===== config.mk =====
export PLATFORM = sky130hd
export DESIGN_NAME = pipeline_stage_sequencer
export DESIGN_NICKNAME = d
export VERILOG_FILES = /design/src/rtl/pipeline_stage_sequencer_pkg.sv /design/src/rtl/pipeline_stage_sequencer_mem_wait_timer.sv /design/src/rtl/pipeline_stage_sequencer.sv
export SDC_FILE = /design/constraint.sdc
export NUM_CORES = 1
export LEC_CHECK = 0
export BUFFER_PORTS_ARGS = -buffer_cell sky130_fd_sc_hd__buf_2
export CAP_MARGIN = 5
export CELL_PAD_IN_SITES_DETAIL_PLACEMENT = 1
export CELL_PAD_IN_SITES_GLOBAL_PLACEMENT = 1
export CORE_ASPECT_RATIO = 2
export CORE_MARGIN = 8
export CORE_UTILIZATION = 38
export CTS_CLUSTER_DIAMETER = 50
export DETAILED_ROUTE_END_ITERATION = 12
export PLACE_DENSITY = 0.79
export SLEW_MARGIN = 20
export SYNTH_ARGS = -nofsm -noshare
export SYNTH_HDL_FRONTEND = slang
export SYNTH_HIERARCHICAL = 1
export SYNTH_SLANG_ARGS = --single-unit

===== constraint.sdc =====
create_clock -name clk -period 2.4 [get_ports clk]
set_clock_uncertainty 0.2 [all_clocks]
set_input_delay 0.24 -clock clk [delete_from_list [all_inputs] [get_ports clk]]
set_output_delay 0.24 -clock clk [all_outputs]
set_load 0.01 [all_outputs]

===== src/rtl/pipeline_stage_sequencer_pkg.sv =====
// ----------------------------------------------------------------------------
// pipeline_stage_sequencer_pkg
//   Shared encodings for the multicycle control sequencer:
//     - STAGE_* : external pipeline_stage encoding consumed by
//                 signal_generation_unit (IF=0, ID=1, EX=2, MEM=3, WB=4,
//                 IDLE=5).
//     - GROUP_* : bit positions in the decoder group vector. LOAD, STORE and
//                 TWO_CYCLE sit above the pre-existing groups.
//     - seq_state_t : internal FSM state, a superset of the stages that adds
//                 IF2 (second fetch word), EX2 (second execute cycle) and
//                 HALT.
//     - seq_ctrl_t / seq_decode() : per-state combinational controls.
// ----------------------------------------------------------------------------
package pipeline_stage_sequencer_pkg;

    // External stage encoding.
    localparam int STAGE_COUNT = 3;

    localparam logic [STAGE_COUNT-1:0] STAGE_IF   = 3'd0;
    localparam logic [STAGE_COUNT-1:0] STAGE_ID   = 3'd1;
    localparam logic [STAGE_COUNT-1:0] STAGE_EX   = 3'd2;
    localparam logic [STAGE_COUNT-1:0] STAGE_MEM  = 3'd3;
    localparam logic [STAGE_COUNT-1:0] STAGE_WB   = 3'd4;
    localparam logic [STAGE_COUNT-1:0] STAGE_IDLE = 3'd5;

    // Decoder group bits. Bits 0..4 are the pre-existing groups; the
    // sequencer only looks at LOAD, STORE and TWO_CYCLE.
    localparam int GROUP_ALU       = 0;
    localparam int GROUP_BRANCH    = 1;
    localparam int GROUP_JUMP      = 2;
    localparam int GROUP_MOVE      = 3;
    localparam int GROUP_SYSTEM    = 4;
    localparam int GROUP_LOAD      = 5;
    localparam int GROUP_STORE     = 6;
    localparam int GROUP_TWO_CYCLE = 7;
    localparam int GROUP_COUNT     = 8;

    // Internal state. 4 bits wide so that unused encodings exist and the
    // recovery path to S_IF is a real piece of logic.
    typedef enum logic [3:0] {
        S_IF   = 4'd0,
        S_IF2  = 4'd1,
        S_ID   = 4'd2,
        S_EX   = 4'd3,
        S_EX2  = 4'd4,
        S_MEM  = 4'd5,
        S_WB   = 4'd6,
        S_HALT = 4'd7
    } seq_state_t;

    // Controls that are a pure function of the current state.
    typedef struct packed {
        logic [STAGE_COUNT-1:0] stage;
        logic                   instr_ready;
        logic                   mem_req;
        logic                   halted;
        logic                   retire;
    } seq_ctrl_t;

    function automatic seq_ctrl_t seq_decode(input seq_state_t s);
        seq_ctrl_t c;
        c = '{stage: STAGE_IF, instr_ready: 1'b0, mem_req: 1'b0,
              halted: 1'b0, retire: 1'b0};
        case (s)
            S_IF, S_IF2: begin
                c.stage       = STAGE_IF;
                c.instr_ready = 1'b1;
            end
            S_ID:        c.stage = STAGE_ID;
            S_EX, S_EX2: c.stage = STAGE_EX;
            S_MEM: begin
                c.stage   = STAGE_MEM;
                c.mem_req = 1'b1;
            end
            S_WB: begin
                c.stage  = STAGE_WB;
                c.retire = 1'b1;
            end
            S_HALT: begin
                c.stage  = STAGE_IDLE;
                c.halted = 1'b1;
            end
            // Unused encodings look like IF but do not accept a word; the
            // FSM leaves them on the next clock.
            default:     c.stage = STAGE_IF;
        endcase
        return c;
    endfunction

endpackage


===== src/rtl/pipeline_stage_sequencer_mem_wait_timer.sv =====
// ----------------------------------------------------------------------------
// mem_wait_timer
//   Counts cycles spent waiting on data memory. The count restarts from 0
//   whenever clear is high and advances on each enabled cycle. expired is
//   high while the count equals MEM_TIMEOUT-1, meaning the current cycle is
//   the MEM_TIMEOUT-th enabled cycle since the last clear.
//
//   clk      in  clock
//   clear    in  synchronous clear (has priority over enable)
//   enable   in  count this cycle
//   expired  out count has reached MEM_TIMEOUT-1
// ----------------------------------------------------------------------------
module mem_wait_timer #(
    parameter int MEM_TIMEOUT = 16
) (
    input  logic clk,
    input  logic clear,
    input  logic enable,
    output logic expired
);

    localparam int CW = (MEM_TIMEOUT > 1) ? $clog2(MEM_TIMEOUT) : 1;
    localparam logic [CW-1:0] LAST = CW'(MEM_TIMEOUT - 1);

    logic [CW-1:0] wait_cnt;

    assign expired = (wait_cnt == LAST);

    // Holds at LAST instead of wrapping, so expired stays asserted if the
    // caller keeps the timer enabled past the deadline.
    always_ff @(posedge clk) begin
        if (clear) begin
            wait_cnt <= '0;
        end else if (enable && !expired) begin
            wait_cnt <= wait_cnt + CW'(1);
        end
    end

endmodule


===== src/rtl/pipeline_stage_sequencer.sv =====
// ----------------------------------------------------------------------------
// pipeline_stage_sequencer
//   Multicycle control FSM. Steps each instruction through
//   IF -> (IF2) -> ID -> EX -> (EX2) -> (MEM) -> WB and reports the stage to
//   signal_generation_unit. Handles the fetch handshake, the data-memory
//   handshake with a wait watchdog, halting at instruction boundaries and a
//   wrapping retired-instruction counter.
//
//   clk             in   clock, all state changes on posedge
//   reset           in   synchronous, active-high
//   instr_valid     in   fetch unit presents a word
//   instr_ready     out  word accepted this cycle (IF/IF2)
//   instr_two_word  in   fetched word is the first half of a 32-bit instr
//   opcode_group    in   decoder group vector, valid during ID
//   mem_ready       in   data memory completed the access
//   mem_req         out  data-memory request (MEM)
//   halt_req        in   stop at the next instruction boundary
//   pipeline_stage  out  stage encoding (STAGE_*)
//   halted          out  high while in HALT
//   retire          out  one-cycle pulse in WB
//   mem_error       out  one-cycle pulse on MEM watchdog abort
//   retired_count   out  retired instruction count, wraps
// ----------------------------------------------------------------------------
module pipeline_stage_sequencer
    import pipeline_stage_sequencer_pkg::*;
#(
    parameter int MEM_TIMEOUT = 16,
    parameter int RET_W       = 16
) (
    input  logic                   clk,
    input  logic                   reset,
    input  logic                   instr_valid,
    output logic                   instr_ready,
    input  logic                   instr_two_word,
    input  logic [GROUP_COUNT-1:0] opcode_group,
    input  logic                   mem_ready,
    output logic                   mem_req,
    input  logic                   halt_req,
    output logic [STAGE_COUNT-1:0] pipeline_stage,
    output logic                   halted,
    output logic                   retire,
    output logic                   mem_error,
    output logic [RET_W-1:0]       retired_count
);

    seq_state_t             state;
    logic [GROUP_COUNT-1:0] grp_q;
    logic                   two_q;
    seq_ctrl_t              ctrl;
    logic                   tmr_clear;
    logic                   tmr_en;
    logic                   tmr_expired;
    logic                   is_mem_op;
    logic                   mem_abort;

    // Only the load/store/two-cycle groups steer the sequencer; the rest of
    // the latched vector is kept for symmetry with the decoder.
    logic unused_grp;
    assign unused_grp = ^{grp_q[GROUP_SYSTEM:GROUP_ALU]};

    // ------------------------------------------------------------------
    // State-decoded outputs
    // ------------------------------------------------------------------
    assign ctrl           = seq_decode(state);
    assign pipeline_stage = ctrl.stage;
    assign instr_ready    = ctrl.instr_ready;
    assign mem_req        = ctrl.mem_req;
    assign halted         = ctrl.halted;
    assign retire         = ctrl.retire;

    assign is_mem_op = grp_q[GROUP_LOAD] | grp_q[GROUP_STORE];

    // mem_ready beats the watchdog when both land in the same cycle.
    assign mem_abort = (state == S_MEM) && tmr_expired && !mem_ready;
    assign mem_error = mem_abort;

    // ------------------------------------------------------------------
    // Memory wait watchdog: cleared outside MEM so every MEM visit starts
    // counting from 0.
    // ------------------------------------------------------------------
    assign tmr_clear = reset || (state != S_MEM);
    assign tmr_en    = (state == S_MEM);

    mem_wait_timer #(
        .MEM_TIMEOUT (MEM_TIMEOUT)
    ) u_mem_wait_timer (
        .clk     (clk),
        .clear   (tmr_clear),
        .enable  (tmr_en),
        .expired (tmr_expired)
    );

    // ------------------------------------------------------------------
    // Sequencer FSM, group/two-word latches and retire counter
    // ------------------------------------------------------------------
    always_ff @(posedge clk) begin
        if (reset) begin
            state         <= S_IF;
            grp_q         <= '0;
            two_q         <= 1'b0;
            retired_count <= '0;
        end else begin
            case (state)
                S_IF: begin
                    if (instr_valid) begin
                        two_q <= instr_two_word;
                        state <= instr_two_word ? S_IF2 : S_ID;
                    end
                end

                // Second half of a 32-bit instruction. IF2 is only reachable
                // with two_q set; anything else is treated as corruption and
                // refetched.
                S_IF2: begin
                    if (!two_q) begin
                        state <= S_IF;
                    end else if (instr_valid) begin
                        state <= S_ID;
                    end
                end

                // The decoder output is only valid here, so capture it.
                S_ID: begin
                    grp_q <= opcode_group;
                    state <= S_EX;
                end

                S_EX: begin
                    if (grp_q[GROUP_TWO_CYCLE]) begin
                        state <= S_EX2;
                    end else if (is_mem_op) begin
                        state <= S_MEM;
                    end else begin
                        state <= S_WB;
                    end
                end

                S_EX2: begin
                    state <= is_mem_op ? S_MEM : S_WB;
                end

                // Aborted accesses drop the instruction without retiring.
                S_MEM: begin
                    if (mem_ready) begin
                        state <= S_WB;
                    end else if (tmr_expired) begin
                        state <= S_IF;
                    end
                end

                // halt_req is only looked at here, so a request raised
                // mid-instruction always lets that instruction finish.
                S_WB: begin
                    retired_count <= retired_count + RET_W'(1);
                    state         <= halt_req ? S_HALT : S_IF;
                end

                S_HALT: begin
                    if (!halt_req) begin
                        state <= S_IF;
                    end
                end

                default: state <= S_IF;
            endcase
        end
    end

endmodule


==> metrics.txt <==
Post-synth top flop dfxtp_1; number of port buffers 32; Core Footprint 0.00361 mm²; cell at the root of the clock tree clkbuf_8; largest net degree at the start of global routing 29; fraction of synthesis flops using an asynchronous set or reset pin 0%; Max H-tree Level 1; Worst Setup Slack, final 324 ps; drt drc 0; fraction of post-synthesis cell area in the top cell type by area 37.6%; width of the die 59.5 µm; DRC marker count from the first detailed-route iteration 11; EDFF count, synth 0; cell family with most CP delay simple AND/OR/NAND/NOR gates; time the worst path needs with I/O delays and setup 2080 ps; most used standard cell by instance count after synthesis dfxtp_1; utilization after layout 47.2%; max-capacitance violation count 0; sort of element at the end of the critical path flop; final setup TNS 0 ps; post-synthesis cell area 0.00144 mm²; Relative slew margins 50.4%; kind of launch point of the worst setup path flop; initial antenna violation count 0; Final nets 215; Finish-stage setup viols 0; run status finished, final reports clean; Netlist cell types 46; cell accounting for the most synthesized area dfxtp_1; placement row count 31; number of fillers in the final layout 455; DRT Pass-1 Iters 4; CTS-repair resized insts 0; synthesized area per cell 8.65 µm²; total buffers and inverters traversed by the critical path 1; largest buffer count on any clock path 2; I/O pin cnt 38; peak fanout along the critical path 6; CP peak stage delay 570 ps; Static Leakage 0.742 nW; number of vias per cell 5.34; clock sinks 27; critical path class reg2reg; routed via count 1319; Cell Count, Final, Fillers Out 247; number of buffers inserted for hold repair after clock tree synthesis 0; layout cell share with drive strength beyond 1 25.8%; Ant. Diodes 0; f_max 482 MHz; Worst VDD drop 0.391 mV; Cells after DPL 243; Cell Pwr Density 614 mW/mm²; part of the Yosys area used for sequential elements 37.6%; global-route congestion overflow total 0; via count of the first global-routing pass 1414; worst slack at placement 306 ps; critical path, cell by cell ha_1 > inv_1 > or4_4 > or3_1 > a21oi_1; number of flip-flops and latches in the synthesized netlist 27; share of the clock period used by the worst path 86.5%; most frequent cells after synthesis dfxtp_1 (27), nor2_1 (24); effective utilization at floorplan 39.8%; RSZ-0062 raised after global routing no; data arrival time of the critical path 2090 ps; cells after synthesis 166; Worst Max-Slew Pin Slew 725 ps; first-pass GRT wire length 6.40 mm; insertion delay to the later sink of the worst-skew pair 280 ps; drt total wl 3.77 mm; biggest area contributors in the synthesized netlist dfxtp_1 (38%), nor2_1 (6.3%), mux2i_1 (4.9%), a21oi_1 (2.4%), o21ai_0 (2.4%); min-delay worst type in2reg; post-route antenna net violation count 0; Routability Congestion 0.745; master of the slowest instance on the critical path or4_4; Layout Area Growth over Synthesis 18.6%; CTS tree done; Post-CTS Setup Bufs 0; HPWL reported at the end of detailed placement 2.90 mm; die area 0.00612 mm²; critical path required time 2420 ps; height of the chip 103 µm; Ys Warns 6; max-slew violation total from the final report 0; Num CTS Buffers 3; average wire per cell in the routed design 15.3 µm; aggregate global-route resource usage 13.2%; Reg clk slew, reported paths 100 ps; number of hold-slack violations in the final timing report 0; number of nets in the synthesized netlist 182
-- routing by layer --
metal  share of wire (%)  track usage [%]
met5                   0                0
met4                 1.5             5.57
met3                 3.7             2.50
met2                  56             25.4
met1                  39             13.0
-- final cells by class --
type | instances | area [µm²] | share of cell area [%]
clock buffer | 3 | 41.3 | 2.42
tap | 49 | 61.3 | 3.60
inverter | 7 | 26.3 | 1.54
multi-input combinational | 123 | 828 | 48.6
sequential | 27 | 541 | 31.7
clock inverter | 1 | 8.76 | 0.514
timing repair buffer | 37 | 198 | 11.6
-- cells by family (layout without fill, tap and decap cells) --
group,count (synthesis),count (layout),synth area share [%]
buf+inv,16,48,4.70
xor+xnor,8,8,4.88
fa+ha+maj,2,2,1.74
compound gates,26,26,11.9
simple gates,76,76,30.8
mux,11,11,8.27
flops,27,27,37.6
-- state kept, by name, summed over array words and instances (netlist names) --
register and flops:
two_q 1, retired_count 16, grp_q 3, state 3, u_mem_wait_timer/wait_cnt 4
-- layout by cell type, fill, tap and decap left out, types with 2 or more instances in the layout --
cell type	n
mux2_2	2
nand2b_1	3
and3_1	4
nor2b_1	4
xor2_1	4
dfxtp_1	27
nand2_1	7
buf_2	32
inv_1	7
clkbuf_8	3
nor2_1	24
or2_2	2
a21oi_1	7
xnor2_1	4
nand4_1	2
mux2i_1	7
nor3_1	3
nor4b_1	2
o32ai_1	2
nand3_1	6
nor3b_1	2
o21ai_0	7
and2_1	2
a2111oi_0	2
or3_1	5
a221oi_1	2
buf_4	5
ha_1	2
-- final timing paths --
kind	from	to	slack (ps)	cells after the start
max	retired_count[0]	retired_count[12]	320	5
min reg2reg	u_mem_wait_timer/wait_cnt[1]	u_mem_wait_timer/wait_cnt[1]	330	2
max reg2reg	retired_count[0]	retired_count[12]	320	5
min	opcode_group[7]	grp_q[7]	2	3
-- worst register-to-register path, delay by kind of cell, from the launching register on --
kind / cells / cell delay (ps)
fa+ha+maj: 1 / 250
compound gates: 1 / 150
simple gates: 2 / 930
flops: 1 / 410
buf+inv: 1 / 80
-- power breakdown --
part / total (mW) / internal (mW) / switching (mW)
clock network: 0.283 / 0.122 / 0.161
registers: 0.488 / 0.471 / 0.0172
logic: 0.275 / 0.119 / 0.156
-- stage by stage --
stage	hold WS (ps)	instance area [µm²]	power, mW
CTS	3.47	1700	1.06
floorplan	187	1440	0.688
global placement	280	1650	0.760
finish	2.24	1700	1.05
detailed placement	308	1650	0.772
global route	14.9	1700	1.11
No activity file was read; power rests on OpenSTA's default activity.
